==> config.mk <==
export PLATFORM = sky130hd
export DESIGN_NAME = rx_port_arbiter_flat
export DESIGN_NICKNAME = d
export VERILOG_FILES = /design/src/rtl/rx_port_arbiter_if.sv /design/src/rtl/rx_port_arbiter.sv /design/src/flat_wrapper.sv
export SDC_FILE = /design/constraint.sdc
export NUM_CORES = 1
export LEC_CHECK = 0
export CAP_MARGIN = 20
export CORE_MARGIN = 2
export CORE_UTILIZATION = 35
export CTS_CLUSTER_SIZE = 40
export DETAILED_ROUTE_END_ITERATION = 16
export PLACE_DENSITY = 0.75
export SYNTH_ARGS = -nofsm -noshare
export SYNTH_HDL_FRONTEND = slang
export SYNTH_SLANG_ARGS = --single-unit
==> constraint.sdc <==
create_clock -name clk -period 1.3 [get_ports clk]
set_input_delay 0.39 -clock clk [delete_from_list [all_inputs] [get_ports clk]]
set_output_delay 0.39 -clock clk [all_outputs]
set_load 0.02 [all_outputs]
==> src/rtl/rx_port_arbiter_if.sv <==
// Read-side bus between the four RX frame FIFOs, rx_port_arbiter and MAC_DEC.
// master = arbiter side, slave = FIFO/decoder side.
interface rx_port_arbiter_if;
  logic [31:0] i_fifo_dout;
  logic [3:0]  i_fifo_empty;
  logic [3:0]  i_fifo_del;
  logic [3:0]  i_fifo_rden;
  logic        o_ready;
  logic [7:0]  o_data;
  logic        o_valid;
  logic        o_sof;
  logic        o_eof;
  logic        o_abort;
  logic [1:0]  o_port;
  logic        busy;

  modport master (
    input  i_fifo_dout, i_fifo_empty, i_fifo_del, o_ready,
    output i_fifo_rden, o_data, o_valid, o_sof, o_eof, o_abort, o_port, busy
  );

  modport slave (
    output i_fifo_dout, i_fifo_empty, i_fifo_del, o_ready,
    input  i_fifo_rden, o_data, o_valid, o_sof, o_eof, o_abort, o_port, busy
  );
endinterface

==> src/rtl/rx_port_arbiter.sv <==
// Frame-granular round-robin arbiter draining four RX frame FIFOs into MAC_DEC.
// Optional per-frame length watchdog: define RX_ARB_WDOG_EN.
module rx_port_arbiter #(
  parameter int unsigned PORT_NUM = 4,
  parameter int unsigned MAX_LEN  = 1522,
  parameter int unsigned CNT_W    = 11
) (
  input logic               clk,
  input logic               arst_n,
  rx_port_arbiter_if.master bus
);

`ifdef RX_ARB_WDOG_EN
  typedef enum logic [1:0] {IDLE, XFER, DRAIN} state_t;
`else
  typedef enum logic [0:0] {IDLE, XFER} state_t;
`endif

  state_t      state_q, state_d;
  logic [1:0]  rr_ptr_q;
  logic [1:0]  gnt_q;
  logic [1:0]  pick;
  logic [1:0]  cand;
  logic        found;
  logic        rd_pend_q;
  logic        eod_seen_q;
  logic        first_q;
  logic [3:0]  rden;
  logic [7:0]  cur_byte;
  logic        cur_del;

  logic [7:0]  data_q;
  logic        valid_q;
  logic        sof_q;
  logic        eof_q;
  logic [1:0]  port_q;
  logic        busy_q;

`ifdef RX_ARB_WDOG_EN
  logic [CNT_W-1:0] byte_cnt_q;
  logic             abort_q;
  logic             wdog_hit;

  // Returning byte would be the MAX_LEN'th of the frame without an end marker.
  assign wdog_hit = rd_pend_q && !cur_del && (byte_cnt_q == CNT_W'(MAX_LEN - 1));
  assign bus.o_abort = abort_q;
`else
  logic [31:0] unused_cfg;

  // Keeps the watchdog sizing parameters referenced when the watchdog is compiled out.
  assign unused_cfg  = MAX_LEN ^ CNT_W;
  assign bus.o_abort = 1'b0;
`endif

  assign cur_byte = bus.i_fifo_dout[{gnt_q, 3'b000} +: 8];
  assign cur_del  = bus.i_fifo_del[gnt_q];

  // Search order starts just after the last granted port, so it ends up last.
  always_comb begin
    found = 1'b0;
    pick  = rr_ptr_q;
    cand  = '0;
    for (int unsigned i = 1; i <= PORT_NUM; i++) begin
      cand = rr_ptr_q + 2'(i);
      if (!found && !bus.i_fifo_empty[cand]) begin
        found = 1'b1;
        pick  = cand;
      end
    end
  end

  always_ff @(posedge clk or negedge arst_n) begin
    if (!arst_n) state_q <= IDLE;
    else         state_q <= state_d;
  end

  // A read is never issued while the previous byte's end marker is still unchecked.
  always_comb begin
    state_d = state_q;
    rden    = '0;
    case (state_q)
      IDLE: begin
        if (found) state_d = XFER;
      end
      XFER: begin
        if (eod_seen_q) begin
          state_d = IDLE;
`ifdef RX_ARB_WDOG_EN
        end else if (wdog_hit) begin
          state_d = DRAIN;
`endif
        end else if (!rd_pend_q && bus.o_ready && !bus.i_fifo_empty[gnt_q]) begin
          rden[gnt_q] = 1'b1;
        end
      end
`ifdef RX_ARB_WDOG_EN
      DRAIN: begin
        if (rd_pend_q && cur_del) begin
          state_d = IDLE;
        end else if (!rd_pend_q && !bus.i_fifo_empty[gnt_q]) begin
          rden[gnt_q] = 1'b1;
        end
      end
`endif
      default: state_d = IDLE;
    endcase
  end

  always_ff @(posedge clk or negedge arst_n) begin
    if (!arst_n) begin
      rr_ptr_q   <= 2'd3;
      gnt_q      <= '0;
      rd_pend_q  <= 1'b0;
      eod_seen_q <= 1'b0;
      first_q    <= 1'b0;
      data_q     <= '0;
      valid_q    <= 1'b0;
      sof_q      <= 1'b0;
      eof_q      <= 1'b0;
      port_q     <= '0;
      busy_q     <= 1'b0;
`ifdef RX_ARB_WDOG_EN
      byte_cnt_q <= '0;
      abort_q    <= 1'b0;
`endif
    end else begin
      rd_pend_q <= |rden;
      valid_q   <= 1'b0;
      sof_q     <= 1'b0;
      eof_q     <= 1'b0;
`ifdef RX_ARB_WDOG_EN
      abort_q   <= 1'b0;
`endif
      case (state_q)
        IDLE: begin
          if (found) begin
            gnt_q      <= pick;
            rr_ptr_q   <= pick;
            port_q     <= pick;
            busy_q     <= 1'b1;
            eod_seen_q <= 1'b0;
            first_q    <= 1'b1;
`ifdef RX_ARB_WDOG_EN
            byte_cnt_q <= '0;
`endif
          end
        end
        XFER: begin
          if (eod_seen_q) begin
            busy_q <= 1'b0;
          end else if (rd_pend_q) begin
            valid_q    <= 1'b1;
            data_q     <= cur_byte;
            sof_q      <= first_q;
            first_q    <= 1'b0;
            eod_seen_q <= cur_del;
`ifdef RX_ARB_WDOG_EN
            eof_q      <= cur_del | wdog_hit;
            abort_q    <= wdog_hit;
            byte_cnt_q <= byte_cnt_q + CNT_W'(1);
`else
            eof_q      <= cur_del;
`endif
          end
        end
`ifdef RX_ARB_WDOG_EN
        DRAIN: begin
          if (rd_pend_q && cur_del) busy_q <= 1'b0;
        end
`endif
        default: ;
      endcase
    end
  end

  assign bus.i_fifo_rden = rden;
  assign bus.o_data      = data_q;
  assign bus.o_valid     = valid_q;
  assign bus.o_sof       = sof_q;
  assign bus.o_eof       = eof_q;
  assign bus.o_port      = port_q;
  assign bus.busy        = busy_q;

endmodule

==> src/flat_wrapper.sv <==
// flat-port wrapper written by rule: the top's interface ports become plain ports
module rx_port_arbiter_flat 
#(
  parameter int unsigned PORT_NUM = 4,
  parameter int unsigned MAX_LEN  = 1522,
  parameter int unsigned CNT_W    = 11
)
  (clk, arst_n, bus_i_fifo_dout, bus_i_fifo_empty, bus_i_fifo_del, bus_o_ready, bus_i_fifo_rden, bus_o_data, bus_o_valid, bus_o_sof, bus_o_eof, bus_o_abort, bus_o_port, bus_busy);
  rx_port_arbiter_if bus_i ();
  input logic clk;
  input logic arst_n;
  input wire logic [$bits(bus_i.i_fifo_dout)-1:0] bus_i_fifo_dout;
  input wire logic [$bits(bus_i.i_fifo_empty)-1:0] bus_i_fifo_empty;
  input wire logic [$bits(bus_i.i_fifo_del)-1:0] bus_i_fifo_del;
  input wire logic [$bits(bus_i.o_ready)-1:0] bus_o_ready;
  output wire logic [$bits(bus_i.i_fifo_rden)-1:0] bus_i_fifo_rden;
  output wire logic [$bits(bus_i.o_data)-1:0] bus_o_data;
  output wire logic [$bits(bus_i.o_valid)-1:0] bus_o_valid;
  output wire logic [$bits(bus_i.o_sof)-1:0] bus_o_sof;
  output wire logic [$bits(bus_i.o_eof)-1:0] bus_o_eof;
  output wire logic [$bits(bus_i.o_abort)-1:0] bus_o_abort;
  output wire logic [$bits(bus_i.o_port)-1:0] bus_o_port;
  output wire logic [$bits(bus_i.busy)-1:0] bus_busy;
  assign bus_i.i_fifo_dout = bus_i_fifo_dout;
  assign bus_i.i_fifo_empty = bus_i_fifo_empty;
  assign bus_i.i_fifo_del = bus_i_fifo_del;
  assign bus_i.o_ready = bus_o_ready;
  assign bus_i_fifo_rden = bus_i.i_fifo_rden;
  assign bus_o_data = bus_i.o_data;
  assign bus_o_valid = bus_i.o_valid;
  assign bus_o_sof = bus_i.o_sof;
  assign bus_o_eof = bus_i.o_eof;
  assign bus_o_abort = bus_i.o_abort;
  assign bus_o_port = bus_i.o_port;
  assign bus_busy = bus_i.busy;
  rx_port_arbiter #(.PORT_NUM(PORT_NUM), .MAX_LEN(MAX_LEN), .CNT_W(CNT_W)) u_core (.clk(clk), .arst_n(arst_n), .bus(bus_i));
endmodule
==> impl_metrics.yaml <==
outcome:
  status: "finished, violations left"
  violations: "negative setup slack"
pwr:
  swShare_pct: 37.7
  power_leakage_nw: 0.951
  powerDensity_nw_per_um2: 1980
  seqPwrFrac_pct: 27.1
  clockPowerShare_pct: 8.8
  p_sw_mw: 1.58
  p_int_mw: 2.61
  ir_worst_vdd_mv: 0.872
  p_comb_share_pct: 64.2
placed_design:
  gp_congestion: 0.761
  dp_hpwl_um: 2790
  place_ws_ns: -1.11
  port_buffers: 60
  dp_cells: 215
  placed_area_um2: 2010
synth:
  yosys_warnings: 0
  synth_compound_area_share_pct: 9.15
  ys_top_cells_by_count: "dfrtp_1, mux2_2, nand2_1"
  synthAdderAreaFrac_pct: 0
  syn-num-nets: 138
  syn_area_um2: 1180
  synth_cell_types: 35
  synthTopCellsByArea: "dfrtp_1, mux4_1, mux4_2"
  muxShareOfSynthArea_pct: 28.4
  yosysTopAreaCellShare_pct: 38.3
  synth_seq_cells: 20
  synthXorXnorAreaFrac_pct: 0
  syn_inst: 95
  yosysSeqAreaShare_pct: 42.8
  ys.flop_type: "dfrtp_1"
  synth-edff-count: 0
  synth_top_cell_by_area: "dfrtp_1"
  post-synth-top-count-cell: "dfrtp_1"
  synth_top_family_by_area: "multiplexers"
  async_flop_share_pct: 100
  yosys.area_share.simple_pct: 13.2
  avgSynthCellArea_um2: 12.4
timing:
  rsz0062_at_grt: "yes"
  setup_viol: 16
  layout_setup_ws_ns: -0.653
  report.final.hold_viol_count: 0
  period_share_pct: 150
  slew_viol_final: 0
  period_minus_slack_ns: 1.95
  skew_ns: 0.00168
  clock.fmax_mhz: 512
critical_path:
  crit_family: "simple AND/OR/NAND/NOR gates"
  end_kind: "output port"
  worst_path_max_delay_cell: "dfrtp_1"
  critPathKind: "flop to output port"
  arrival_ns: 1.56
  path_common_cell: "buf_4"
  crit_buf_inv: 2
  critPathMaxFanout: 4
  worstPathRequired_ns: 0.91
  startpoint_type: "flop"
  crit_chain: "nor2b_4 > nand3b_1 > buf_4 > nor4_4 > buf_4"
  cpPeakStageDelay_ns: 0.44
cells_and_area:
  fin_area_um2: 2110
  fin_util_pct: 64.4
  drive_above_1_share_pct: 45.6
  fin_nets: 226
  instances_no_fill: 228
  syn2layout_area_growth_pct: 79.8
  antenna_cells: 0
cts:
  cts_buffers: 3
  clk_pin_slew_ns: 0.12
  cts-root-buf: "clkbuf_4"
  clockBufferDepth: 2
  cts_htree_levels: 1
  clock-sinks: 20
  cts_tree: "built"
  cts_hold_buffers: 0
  clock_latency_ns: 0.30
floorplanning:
  row_count: 21
  ios: 62
  core_region_area_um2: 3280
  die-area_um2: 3840
  die_height_um: 62.0
  initial_core_util_pct: 35.8
  die_w_um: 62.0
routing:
  final_antenna_net_count: 0
  routedWlPerCell_um: 16.7
  via_per_inst: 5.03
  drt_first_pass_iters: 4
  routed_wirelength_um: 3810
  post-route-drc-count: 0
  drtIter0Drc: 35
  vias: 1147
grt:
  grt_overflow: 0
  grt_pass1_wl_um: 5440
  track_usage_pct: 19.9
  antenna_found_initial: 0
  grt_pass1_vias: 1168
  grt_max_degree: 21
job:
  cap_viol_max_count: 0
min_path:
  min_path_type: "primary input to asynchronous set/reset pin"
-- layer usage --
layer  share of wire (%)  global-route usage, %  vias up
met5                   0                      0        -
met4                0.50                   4.86        0
met3                 5.6                   4.55        6
met2                  56                   38.1       39
met1                  38                   21.8      573
li1                    -                      -      529
-- through the flow --
stage                     setup TNS [ns]  hold WS [ns]  power [mW]
after floorplan                    -3.10        0.0944        2.49
after global placement            -11.88         0.477        3.43
after detailed placement          -12.75         0.491        3.52
after CTS                          -5.16         0.416        3.94
after global routing               -6.02         0.408        4.43
final                              -5.33         0.421        4.19
-- sequential cells by signal, indices dropped and copies added, names as in the netlist --
signal,flops
u_core.bus.busy,1
u_core.bus.o_data,8
u_core.bus.o_eof,1
u_core.bus.o_sof,1
u_core.bus.o_valid,1
u_core.eod_seen_q,1
u_core.first_q,1
u_core.gnt_q,2
u_core.rd_pend_q,1
u_core.rr_ptr_q,2
u_core.state_q,1
-- cell usage in the layout (no fill, tap or decap), drive strengths merged, types with 2 or more instances in the layout --
master,Yosys,routed
nand2b,2,2
o21ai,4,4
nor3,2,2
nand2,8,8
a21oi,2,2
a211o,2,2
inv,4,4
mux2,8,8
mux4,10,10
nor2,7,7
nor2b,3,3
buf,6,48
dfstp,2,2
clkdlybuf4s50,0,38
dfrtp,18,18
clkbuf,1,4
dlygate4sd2,0,4
-- what timing repair did --
| item | in CTS | in global routing |
|---|---|---|
| pin swaps | 3 | 4 |
| endpoints found under the setup margin | 36 | 24 |
| gates resized for setup | 96 | 18 |
| buffers inserted | 6 | 5 |
-- worst register-to-register path: cells and delay by family (launching register included) --
family | cells | cell delay, ns
buffers and inverters | 2 | 0.25
muxes | 2 | 0.81
DFF | 1 | 0.43
-- final timing paths --
path | from | endpoint | slack, ns | cells past startpoint
setup / recovery | u_core.eod_seen_q | bus_i_fifo_rden[0] | -0.65 | 5
hold / removal | arst_n | u_core.bus.o_data[6] | 0.42 | 2
setup reg to reg | u_core.gnt_q[0] | u_core.bus.o_data[7] | -0.30 | 4
hold reg to reg | u_core.first_q | u_core.bus.o_sof | 0.51 | 2
max in group asynchronous | arst_n | u_core.rr_ptr_q[0] | 0.66 | 2
min in group clk | u_core.first_q | u_core.bus.o_sof | 0.51 | 2
-- cells by family after synthesis --
logic type | Yosys count
flops | 20
mux | 18
other cells | 1
simple gates | 30
buf+inv | 11
compound gates | 15
-- cell type report --
cell class / instances / area, um^2
clock buffer: 4 / 36.3
fill: 255 / 1170
inverter: 4 / 15.0
multi-input combinational: 64 / 679
sequential: 20 / 505
tap: 46 / 57.6
timing repair buffer: 90 / 821
-- power by group through the flow --
stage	clock [mW]	combinational [mW]	sequential [mW]
2_1_floorplan	0	1.14	1.35
6_report	0.368	2.69	1.14
5_1_grt	0.404	2.86	1.17
3_3_place_gp	0	2.27	1.15
3_5_place_dp	0	2.34	1.18
4_1_cts	0.377	2.45	1.11
Power figures use the tool's default switching activity.
